$ cat src/rtl/maxunpool_2x2_stream_if.sv
// Stream bundle for the 2x2 unpool stage: pooled input side and full-res output side.
`ifndef DATA_WIDTH
`define DATA_WIDTH 16
`endif

interface maxunpool_2x2_stream_if #(
    parameter int DATA_WIDTH = `DATA_WIDTH
);
    logic                         in_valid;
    logic                         in_ready;
    logic signed [DATA_WIDTH-1:0] in_data;
    logic [1:0]                   in_idx;
    logic                         out_valid;
    logic                         out_ready;
    logic signed [DATA_WIDTH-1:0] out_data;
    logic                         out_last;

    modport slave (
        input  in_valid, in_data, in_idx, out_ready,
        output in_ready, out_valid, out_data, out_last
    );

    modport master (
        output in_valid, in_data, in_idx, out_ready,
        input  in_ready, out_valid, out_data, out_last
    );
endinterface

$ cat src/rtl/maxunpool_2x2_stream.sv
// Streaming 2x2 unpool/upsample with a one-row replay buffer.
// Define UNPOOL_ARGMAX_EN for max-unpool (argmax routing); default is nearest-neighbour.
`ifndef DATA_WIDTH
`define DATA_WIDTH 16
`endif

module maxunpool_2x2_stream #(
    parameter int DATA_WIDTH = `DATA_WIDTH,
    parameter int IN_W       = 4,
    parameter int IN_H       = 4
) (
    input logic                  clk,
    input logic                  rst,
    maxunpool_2x2_stream_if.slave bus
);
    localparam int CW = (IN_W > 1) ? $clog2(IN_W) : 1;
    localparam int RW = (IN_H > 1) ? $clog2(IN_H) : 1;
    localparam logic [CW-1:0] COL_LAST = CW'(IN_W - 1);
    localparam logic [RW-1:0] ROW_LAST = RW'(IN_H - 1);

    typedef enum logic {S_EVEN, S_ODD} state_t;

    state_t                       state, state_n;
    logic [CW-1:0]                col, col_n;
    logic [RW-1:0]                row, row_n;
    logic                         dup, dup_n;
    logic                         ov, ov_n;
    logic                         ol, ol_n;
    logic signed [DATA_WIDTH-1:0] od, od_n;
    logic                         rdy;
    logic                         lb_we;
    logic                         slot_free;
    logic signed [DATA_WIDTH-1:0] cand_in;
    logic signed [DATA_WIDTH-1:0] cand_buf;
    logic signed [DATA_WIDTH-1:0] rd_data;
    logic signed [DATA_WIDTH-1:0] lb_data [IN_W];

    assign slot_free = !ov || bus.out_ready;
    assign rd_data   = lb_data[col];

`ifdef UNPOOL_ARGMAX_EN
    logic [1:0] lb_idx [IN_W];
    logic [1:0] rd_idx;

    assign rd_idx = lb_idx[col];
    // Buffer copies sit at {dy,dx} = {in S_ODD, dup}
    assign cand_in  = (bus.in_idx == 2'b00) ? bus.in_data : '0;
    assign cand_buf = (rd_idx == {state == S_ODD, dup}) ? rd_data : '0;
`else
    logic unused_idx;

    assign unused_idx = ^bus.in_idx;
    assign cand_in    = bus.in_data;
    assign cand_buf   = rd_data;
`endif

    always_ff @(posedge clk) begin
        if (lb_we) begin
            lb_data[col] <= bus.in_data;
`ifdef UNPOOL_ARGMAX_EN
            lb_idx[col]  <= bus.in_idx;
`endif
        end
    end

    always_ff @(posedge clk) begin
        if (rst) begin
            state <= S_EVEN;
            col   <= '0;
            row   <= '0;
            dup   <= 1'b0;
            ov    <= 1'b0;
            od    <= '0;
            ol    <= 1'b0;
        end else begin
            state <= state_n;
            col   <= col_n;
            row   <= row_n;
            dup   <= dup_n;
            ov    <= ov_n;
            od    <= od_n;
            ol    <= ol_n;
        end
    end

    always_comb begin
        state_n = state;
        col_n   = col;
        row_n   = row;
        dup_n   = dup;
        ov_n    = ov && !bus.out_ready;
        ol_n    = ol && !bus.out_ready;
        od_n    = od;
        rdy     = 1'b0;
        lb_we   = 1'b0;
        unique case (state)
            S_EVEN: begin
                if (!dup) begin
                    rdy = slot_free && !rst;
                    if (bus.in_valid && rdy) begin
                        lb_we = 1'b1;
                        ov_n  = 1'b1;
                        od_n  = cand_in;
                        ol_n  = 1'b0;
                        dup_n = 1'b1;
                    end
                end else if (slot_free) begin
                    ov_n  = 1'b1;
                    od_n  = cand_buf;
                    ol_n  = 1'b0;
                    dup_n = 1'b0;
                    if (col == COL_LAST) begin
                        col_n   = '0;
                        state_n = S_ODD;
                    end else begin
                        col_n = col + 1'b1;
                    end
                end
            end
            S_ODD: begin
                if (slot_free) begin
                    ov_n  = 1'b1;
                    od_n  = cand_buf;
                    ol_n  = dup && (col == COL_LAST) && (row == ROW_LAST);
                    dup_n = !dup;
                    if (dup) begin
                        if (col == COL_LAST) begin
                            col_n   = '0;
                            state_n = S_EVEN;
                            row_n   = (row == ROW_LAST) ? '0 : row + 1'b1;
                        end else begin
                            col_n = col + 1'b1;
                        end
                    end
                end
            end
            default: ;
        endcase
    end

    assign bus.in_ready  = rdy;
    assign bus.out_valid = ov;
    assign bus.out_data  = od;
    assign bus.out_last  = ol;
endmodule

$ cat src/flat_wrapper.sv
// flat-port wrapper written by rule: the top's interface ports become plain ports
module maxunpool_2x2_stream_flat 
#(
    parameter int DATA_WIDTH = `DATA_WIDTH,
    parameter int IN_W       = 4,
    parameter int IN_H       = 4
)
  (clk, rst, bus_in_valid, bus_in_data, bus_in_idx, bus_out_ready, bus_in_ready, bus_out_valid, bus_out_data, bus_out_last);
  maxunpool_2x2_stream_if #(.DATA_WIDTH(DATA_WIDTH)) bus_i ();
  input logic clk;
  input logic rst;
  input wire logic [$bits(bus_i.in_valid)-1:0] bus_in_valid;
  input wire logic [$bits(bus_i.in_data)-1:0] bus_in_data;
  input wire logic [$bits(bus_i.in_idx)-1:0] bus_in_idx;
  input wire logic [$bits(bus_i.out_ready)-1:0] bus_out_ready;
  output wire logic [$bits(bus_i.in_ready)-1:0] bus_in_ready;
  output wire logic [$bits(bus_i.out_valid)-1:0] bus_out_valid;
  output wire logic [$bits(bus_i.out_data)-1:0] bus_out_data;
  output wire logic [$bits(bus_i.out_last)-1:0] bus_out_last;
  assign bus_i.in_valid = bus_in_valid;
  assign bus_i.in_data = bus_in_data;
  assign bus_i.in_idx = bus_in_idx;
  assign bus_i.out_ready = bus_out_ready;
  assign bus_in_ready = bus_i.in_ready;
  assign bus_out_valid = bus_i.out_valid;
  assign bus_out_data = bus_i.out_data;
  assign bus_out_last = bus_i.out_last;
  maxunpool_2x2_stream #(.DATA_WIDTH(DATA_WIDTH), .IN_W(IN_W), .IN_H(IN_H)) u_core (.clk(clk), .rst(rst), .bus(bus_i));
endmodule
$ cat config.mk
export PLATFORM = sky130hd
export DESIGN_NAME = maxunpool_2x2_stream_flat
export DESIGN_NICKNAME = d
export VERILOG_FILES = /design/src/rtl/maxunpool_2x2_stream_if.sv /design/src/rtl/maxunpool_2x2_stream.sv /design/src/flat_wrapper.sv
export SDC_FILE = /design/constraint.sdc
export NUM_CORES = 1
export LEC_CHECK = 0
export BUFFER_PORTS_ARGS = -buffer_cell sky130_fd_sc_hd__clkbuf_2
export CORE_AREA = 4 4 82 84
export DETAILED_ROUTE_END_ITERATION = 12
export DIE_AREA = 0 0 86 88
export PLACE_DENSITY = 0.93
export REMOVE_ABC_BUFFERS = 1
export SETUP_SLACK_MARGIN = 0.2
export SLEW_MARGIN = 20
export SYNTH_ARGS = -nofsm -noshare
export SYNTH_HDL_FRONTEND = slang
export SYNTH_SLANG_ARGS = --single-unit
$ cat constraint.sdc
create_clock -name clk -period 6 [get_ports clk]
set_input_delay 1.2 -clock clk [delete_from_list [all_inputs] [get_ports clk]]
set_output_delay 1.2 -clock clk [all_outputs]
set_load 0.005 [all_outputs]
==> results of run 1 <==
-- sequential cells by signal, summed over array words and instances (netlist names), named ones only --
signal,count
u_core.bus.out_valid,1
u_core.dup,1
u_core.bus.out_data,16
u_core.bus.out_last,1
u_core.row,2
u_core.state,1
u_core.col,2
u_core.lb_data,64
-- worst max path at each step --
stage | end | slack (ps) | depth (start not counted)
4_1_cts | u_core.lb_data[0][3] | 2320 | 5
2_1_floorplan | u_core.lb_data[0][0] | 3020 | 4
3_3_place_gp | u_core.lb_data[0][9] | 2100 | 5
5_1_grt | u_core.lb_data[0][3] | 2200 | 5
6_report | u_core.lb_data[0][3] | 2230 | 5
3_5_place_dp | u_core.lb_data[0][9] | 1960 | 5
-- power groups by stage --
stage               Clock [W]  Sequential, W  Combinational (W)
finish               0.000393       0.000704          0.0000970
global route         0.000429       0.000707           0.000106
CTS                  0.000403       0.000704          0.0000975
detailed placement          0       0.000718          0.0000963
global placement            0       0.000716          0.0000924
floorplan                   0       0.000715          0.0000529
-- critical path, delay by kind of cell --
kind          cells  cell delay (ps)
simple gates      3             1920
buf+inv           2              690
-- layout make-up --
class / count / share of cell area
clock inverter: 3 / 0.00997
tap: 75 / 0.0234
timing repair buffer: 43 / 0.0567
inverter: 6 / 0.00561
sequential: 90 / 0.609
clock buffer: 13 / 0.0371
multi-input combinational: 125 / 0.259
-- cell usage in the layout (no fill, tap or decap), drive strengths merged --
cell / n
or4b: 1
o221a: 16
nand2b: 2
or3: 1
clkinv: 2
nand4: 2
xor2: 1
inv: 6
nor2b: 1
mux4: 16
dfxtp: 26
edfxtp: 64
and4: 1
nor2: 47
mux2i: 2
buf: 5
nand3: 3
ha: 5
a32oi: 1
o21ai: 1
bufinv: 1
nor4: 1
nor3: 17
a21oi: 4
nand2: 3
clkbuf: 51
-- through the flow --
step	worst slack [ps]	power, W	util	cells	area, sq um
2_1_floorplan	3020	0.000768	-	221	3500
3_3_place_gp	2100	0.000809	0.646	339	3820
3_5_place_dp	1960	0.000814	0.646	339	3820
4_1_cts	2320	0.00120	0.678	355	4010
5_1_grt	2200	0.00124	0.678	355	4020
6_report	2230	0.00119	0.678	355	4020
-- metal layers --
layer,track usage,vias to the layer above,wire length (um)
li1,-,985,-
met1,0.231,1068,2730
met2,0.324,77,3490
met3,0.0611,13,424
met4,0.104,0,148
met5,0,-,0
-- cell families after synthesis --
kind of cell             Yosys count
multiplexers                      18
adder cells (fa/ha/maj)            5
AND/OR/NAND/NOR                   79
buffers and inverters             22
flip-flops                        90
AO/OA/AOI/OAI                     22
XOR/XNOR                           1
==> results.json, run 1 <==
{
  "numCtsBuffers": 9,
  "drv_slew": 0,
  "finalSetupTns_ps": 0,
  "cp-startpoint": "rst",
  "antenna_left": 0,
  "grt_pass1_vias": 2131,
  "r2r_end": "u_core.lb_data[0][3]",
  "insertion_delay_ps": 350,
  "fillers": 408,
  "synth_simple_gate_area_frac": 0.0970,
  "whs_endpoint": "u_core.bus.out_last",
  "whs_ps": 507,
  "wl_mm": 6.79,
  "register_area_sq_mm": 0.00244,
  "setup_violations": 0,
  "power.share.sequential": 0.590,
  "drive_above_1_share": 0.264,
  "r2r-start": "u_core.bus.out_valid",
  "r2r_cells": 5,
  "pin_count": 41,
  "antenna_found_initial": 0,
  "end_kind": "flip-flop",
  "grt_max_degree": 28,
  "vdd_drop_max_v": 0.000204,
  "track_usage": 0.196,
  "synth_area_leader_cell": "edfxtp_1",
  "ys_types": 29,
  "synthDominantCellAreaShare": 0.532,
  "ys.warnings.count": 0,
  "fmax_mhz": 265,
  "cts-root-buf": "clkbuf_8",
  "path_cells": "clkbuf_2 > nor2_1 > nand3_1 > nor2_1 > buf_4",
  "synth-seq-cells": 90,
  "worst_pin_slew_ps": 970,
  "hpwl_mm": 4.28,
  "area_delta_synth_final_pct": 11.1,
  "clkSlewWorstSetupHoldPaths_ps": 80,
  "grt_setup_unrepaired": "no",
  "post_cts_buffers": 0,
  "coreArea_sq_mm": 0.00592,
  "row_count": 28,
  "async_flop_share": 0,
  "cpMostUsedCell": "nor2_1",
  "yosys.cell_count.top_type": "edfxtp_1",
  "die_width_um": 86,
  "power_switching_w": 0.000258,
  "grt_pass1_wl_mm": 10.7,
  "fin_crit_sh": 0.628,
  "hp-class": "flip-flop to flip-flop",
  "yosys.area_share.adder": 0.0173,
  "min_path_cells": 2,
  "worstPathRequired_ps": 6050,
  "cts_resized": 0,
  "die_area_sq_mm": 0.00757,
  "p_per_area_mw_per_mm2": 297,
  "finalHoldViolCount": 0,
  "die_h_um": 88,
  "syn_avg_cell_area_sq_um": 15.2,
  "cts.sinks": 90,
  "arrival_ps": 3820,
  "start_util": 0.610,
  "synth_ff_type": "edfxtp_1",
  "crit_path_top_delay_cell": "nor2_1",
  "status": "completed",
  "drc": 0,
  "place.gp.congestion": 0.754,
  "drtPass1Iterations": 4,
  "p_int_w": 0.000935,
  "cts_htree_levels": 3,
  "port-buffer-count": 38,
  "r2r_slack_ps": 3010,
  "drt_iter0_markers": 164,
  "clkPwrFrac": 0.329,
  "synth_top_family_by_area": "multiplexers",
  "clock_tree.buffer_depth": 2,
  "vias_per_cell": 6.04,
  "finClkSkew_ps": 10.8,
  "ctsHoldBuffers": 0,
  "swShare": 0.216,
  "antenna-diode-count": 0,
  "cap_violations": 0,
  "multi_input_comb_area_sq_mm": 0.00104,
  "synth_xor_area_frac": 0.00242,
  "synth-seq-area-share": 0.676,
  "min_from": "u_core.bus.out_last",
  "critPathMaxFanout": 27,
  "route.vias.total": 2143,
  "p_leak_nw": 1.45,
  "syn-instance-count": 237,
  "start_kind": "input port",
  "slew_headroom": 0.352,
  "period_needed_ps": 3770,
  "criticalPathCategory": "input port to flip-flop",
  "synth_area_sq_mm": 0.00361,
  "yosys-top-cells-count": "edfxtp_1 (64), nor2_1 (47), dfxtp_1 (26)",
  "synth-edff-count": 64,
  "final_net_count": 302,
  "synthMuxAreaShare": 0.111,
  "grt-ovfl-total": 0,
  "wl_per_cell_um": 19.1,
  "comb_power_share": 0.081,
  "synthTopCellsByArea": "edfxtp_1 (53%), dfxtp_1 (14%), mux4_2 (6.2%), nor2_1 (4.9%), mux4_1 (4.4%)",
  "synth_compound_area_frac": 0.0592,
  "slowest_delay_ps": 1030,
  "tritoncts": "built"
}
(Power assumes the default switching activity.)
==> run 2: changes to the inputs <==
Settings changed: CORE_AREA 4 4 82 84 to 4 4 85 87, DIE_AREA 0 0 86 88 to 0 0 89 91, PLACE_DENSITY 0.93 to 0.88.
Clock period 6 ns to 3.93 ns, I/O delays scaled along.
==> results.json, run 2 (synthesis gave the netlist of run 1 again) <==
{
  "comb_power_share": 0.081,
  "post_cts_buffers": 0,
  "fmax_mhz": 361,
  "regMostFlops": "u_core.lb_data",
  "end_kind": "flip-flop",
  "cap_violations": 0,
  "route.vias.total": 2128,
  "place.gp.congestion": 0.798,
  "whs_ps": 504,
  "die_width_um": 89,
  "status": "completed",
  "criticalPathCategory": "input port to flip-flop",
  "grt-ovfl-total": 0,
  "whs_endpoint": "u_core.row[1]",
  "vias_per_cell": 5.93,
  "vdd_drop_max_v": 0.000326,
  "drt_iter0_markers": 179,
  "clock_tree.buffer_depth": 2,
  "power_switching_w": 0.000417,
  "grt_max_degree": 28,
  "p_per_area_mw_per_mm2": 453,
  "worstPathRequired_ps": 3980,
  "drive_above_1_share": 0.280,
  "fin_crit_sh": 0.704,
  "critPathMaxFanout": 27,
  "final_core_util": 0.636,
  "grt_pass1_vias": 2127,
  "wl_per_cell_um": 19.4,
  "final_net_count": 304,
  "grt_setup_unrepaired": "no",
  "antenna_left": 0,
  "arrival_ps": 2820,
  "cts.sinks": 90,
  "cts_htree_levels": 3,
  "mostFrequentLayoutCells": "edfxtp_1 (64), nor2_1 (47), clkbuf_2 (38)",
  "track_usage": 0.187,
  "numCtsBuffers": 9,
  "hpwl_mm": 4.42,
  "die_area_sq_mm": 0.00810,
  "wl_mm": 6.96,
  "worst_pin_slew_ps": 804,
  "swShare": 0.228,
  "finalHoldViolCount": 0,
  "coreArea_sq_mm": 0.00635,
  "r2r_cells": 5,
  "largest_reg_flops": 64,
  "setup_violations": 0,
  "min_from": "u_core.row[1]",
  "start_util": 0.569,
  "r2r_end": "u_core.lb_data[2][3]",
  "cts-root-buf": "clkbuf_8",
  "tritoncts": "built",
  "finClkSkew_ps": 12.6,
  "period_needed_ps": 2770,
  "drtPass1Iterations": 4,
  "pin_count": 41,
  "port-buffer-count": 38,
  "p_leak_nw": 1.45,
  "drv_slew": 0,
  "r2r-start": "u_core.bus.out_valid",
  "p_int_w": 0.00141,
  "antenna-diode-count": 0,
  "min_path_cells": 2,
  "finalSetupTns_ps": 0,
  "drc": 0,
  "area_delta_synth_final_pct": 11.7,
  "clkSlewWorstSetupHoldPaths_ps": 80,
  "insertion_delay_ps": 350,
  "antenna_found_initial": 0,
  "slew_headroom": 0.463,
  "r2r_slack_ps": 1520,
  "dpl-instance-area_sq_mm": 0.00384,
  "ctsHoldBuffers": 0,
  "clkPwrFrac": 0.331,
  "hp-class": "flip-flop to flip-flop",
  "layout_commonest_cell": "edfxtp_1",
  "power.share.sequential": 0.588,
  "stdcell_area_sq_mm": 0.00404,
  "row_count": 29,
  "grt_pass1_wl_mm": 11.2,
  "start_kind": "input port",
  "die_h_um": 91,
  "cts_resized": 0
}
==> run 2: cell count changes in the layout (fill, tap and decap cells not counted), sizes merged <==
cell,delta
buf,+2
clkbuf,-4
clkinv,+1
clkinvlp,+2
inv,+1
==> run 2: power by group through the flow <==
stage          combinational, W  clock (W)  sequential [W]
6_report               0.000149   0.000604         0.00108
2_1_floorplan         0.0000807          0         0.00109
3_5_place_dp           0.000149          0         0.00110
4_1_cts                0.000151   0.000619         0.00108
5_1_grt                0.000165   0.000659         0.00108
3_3_place_gp           0.000144          0         0.00109
==> run 2: worst max-delay path by stage <==
stage                        from                    to
floorplan           bus_out_ready  u_core.lb_data[0][0]
finish                        rst  u_core.lb_data[2][3]
global placement              rst  u_core.lb_data[2][7]
detailed placement            rst  u_core.lb_data[2][4]
CTS                           rst  u_core.lb_data[2][3]
global route                  rst  u_core.lb_data[2][8]
==> run 2: critical path: stages <==
cell and delay (ps):
clkbuf_2 360, nor2_1 200, nand3_1 440, nor2_1 680, buf_4 330
==> run 2: stage by stage <==
step           cells  setup slack (ps)  power, W
2_1_floorplan    221              1370   0.00117
3_3_place_gp     343               858   0.00124
3_5_place_dp     343               779   0.00125
4_1_cts          359              1150   0.00185
5_1_grt          359               997   0.00190
6_report         359              1160   0.00183
==> run 2: final cells by class <==
class | instances | area [sq um]
timing repair buffer | 45 | 243
inverter | 6 | 22.5
multi-input combinational | 125 | 1040
tap | 77 | 96.3
fill | 459 | 2310
clock buffer | 9 | 124
clock inverter | 7 | 68.8
sequential | 90 | 2440
==> run 2: routing by layer <==
layer	routed length, um	vias up	track usage
li1	-	991	-
met2	3520	79	0.302
met3	537	6	0.0507
met4	54	0	0.0620
met5	0	-	0
met1	2840	1052	0.246
==> run 3: changes to the inputs <==
Settings changed: CORE_AREA 4 4 85 87 to 4 4 89 91, DIE_AREA 0 0 89 91 to 0 0 93 95, PLACE_DENSITY 0.88 to 0.84.
Clock period 3.93 ns to 2.3 ns, I/O delays scaled along.
==> results.json, run 3 (synthesis gave the netlist of run 1 again) <==
{
  "status": "completed",
  "fin_crit_sh": 0.791,
  "cp_num_buf_inv": 1,
  "cp-startpoint": "u_core.bus.out_valid",
  "place.gp.congestion": 0.779,
  "finClkSkew_ps": 6.20,
  "clkSlewWorstSetupHoldPaths_ps": 90,
  "r2r-start": "u_core.bus.out_valid",
  "antenna_found_initial": 0,
  "hp-class": "input port to flip-flop",
  "layout_commonest_cell": "edfxtp_1",
  "grt_pass1_wl_mm": 11.0,
  "worst_pin_slew_ps": 612,
  "die_area_sq_mm": 0.00884,
  "p_per_area_mw_per_mm2": 853,
  "die_h_um": 95,
  "crit_family": "simple AND/OR/NAND/NOR gates",
  "instances_no_fill": 387,
  "start_kind": "flip-flop",
  "antenna-diode-count": 0,
  "route.vias.total": 2134,
  "wl_per_cell_um": 17.6,
  "fillers": 555,
  "vias_per_cell": 5.51,
  "tritoncts": "built",
  "wl_mm": 6.81,
  "criticalPathCategory": "flip-flop to output port",
  "setup_violations": 0,
  "post_cts_buffers": 0,
  "grt_setup_unrepaired": "no",
  "antenna_left": 0,
  "grt_max_degree": 27,
  "placed_cells": 371,
  "cts_htree_levels": 3,
  "area_delta_synth_final_pct": 16.3,
  "cts.sinks": 90,
  "period_needed_ps": 1820,
  "hpwl_mm": 4.57,
  "track_usage": 0.168,
  "worstPathRequired_ps": 1840,
  "path_cells": "nor2b_1 > nor4_1 > clkbuf_2",
  "grt_pass1_vias": 2132,
  "row_count": 31,
  "p_leak_nw": 1.52,
  "finalHoldViolCount": 0,
  "vdd_drop_max_v": 0.000357,
  "clock_tree.buffer_depth": 2,
  "drtPass1Iterations": 5,
  "fmax_mhz": 549,
  "fin_ws_ps": 480,
  "start_util": 0.506,
  "port-buffer-count": 38,
  "slew_headroom": 0.592,
  "arrival_ps": 1360,
  "cts_resized": 0,
  "finalSetupTns_ps": 0,
  "ctsHoldBuffers": 0,
  "end_kind": "output port",
  "drt_iter0_markers": 104,
  "drc": 0,
  "mostFrequentLayoutCells": "edfxtp_1 (64), nor2_1 (47), clkbuf_2 (38)",
  "slowest_delay_ps": 410,
  "insertion_delay_ps": 360,
  "grt-ovfl-total": 0,
  "min_from": "bus_in_data[9]",
  "coreArea_sq_mm": 0.00714,
  "cts-root-buf": "clkbuf_8",
  "pin_count": 41,
  "dp_slack_ps": 386,
  "critPathMaxFanout": 7,
  "final_net_count": 310,
  "largest_reg_flops": 64,
  "die_width_um": 93,
  "drv_slew": 0,
  "drive_above_1_share": 0.292,
  "numCtsBuffers": 9,
  "crit_path_top_delay_cell": "nor2b_1",
  "cap_violations": 0,
  "regMostFlops": "u_core.lb_data"
}
==> run 3: final cells by class <==
type                    count  area, sq um  share of cell area
multi-input cells         125         1040               0.247
clock buffers               9          124              0.0295
flip-flops and latches     90         2440               0.581
well taps                  99          124              0.0295
repair buffers             51          288              0.0685
inverters                   6         22.5             0.00536
clock inverters             7          165              0.0393
==> run 3: metrics by stage <==
stage	cell area [sq um]	util	power [W]	hold WS, ps
floorplan	3500	-	0.00200	465
global placement	3920	0.549	0.00212	478
global route	4200	0.589	0.00371	335
detailed placement	3920	0.549	0.00214	504
CTS	4200	0.589	0.00361	334
finish	4200	0.589	0.00359	341
==> run 3: final timing paths <==
| check | end | slack (ps) | depth (start not counted) |
|---|---|---|---|
| hold reg to reg | u_core.bus.out_last | 510 | 2 |
| hold / removal | u_core.lb_data[1][9] | 340 | 1 |
| setup reg to reg | u_core.lb_data[1][0] | 530 | 6 |
| setup / recovery | bus_in_ready | 480 | 3 |
==> run 3: power by group <==
| group | internal, W | total [W] | switching, W |
|---|---|---|---|
| Combinational | 0.000129 | 0.000267 | 0.000138 |
| Sequential | 0.00179 | 0.00183 | 0.0000393 |
| Clock | 0.000940 | 0.00149 | 0.000553 |
| Total | 0.00286 | 0.00359 | 0.000730 |
==> run 3: metal layers <==
layer  global-route usage  up-vias  wire length (um)
li1                     -     1002                 -
met1                0.205     1071              2890
met5                    0        -                 0
met4               0.0842        0               142
met2                0.283       50              3490
met3               0.0367       11               293
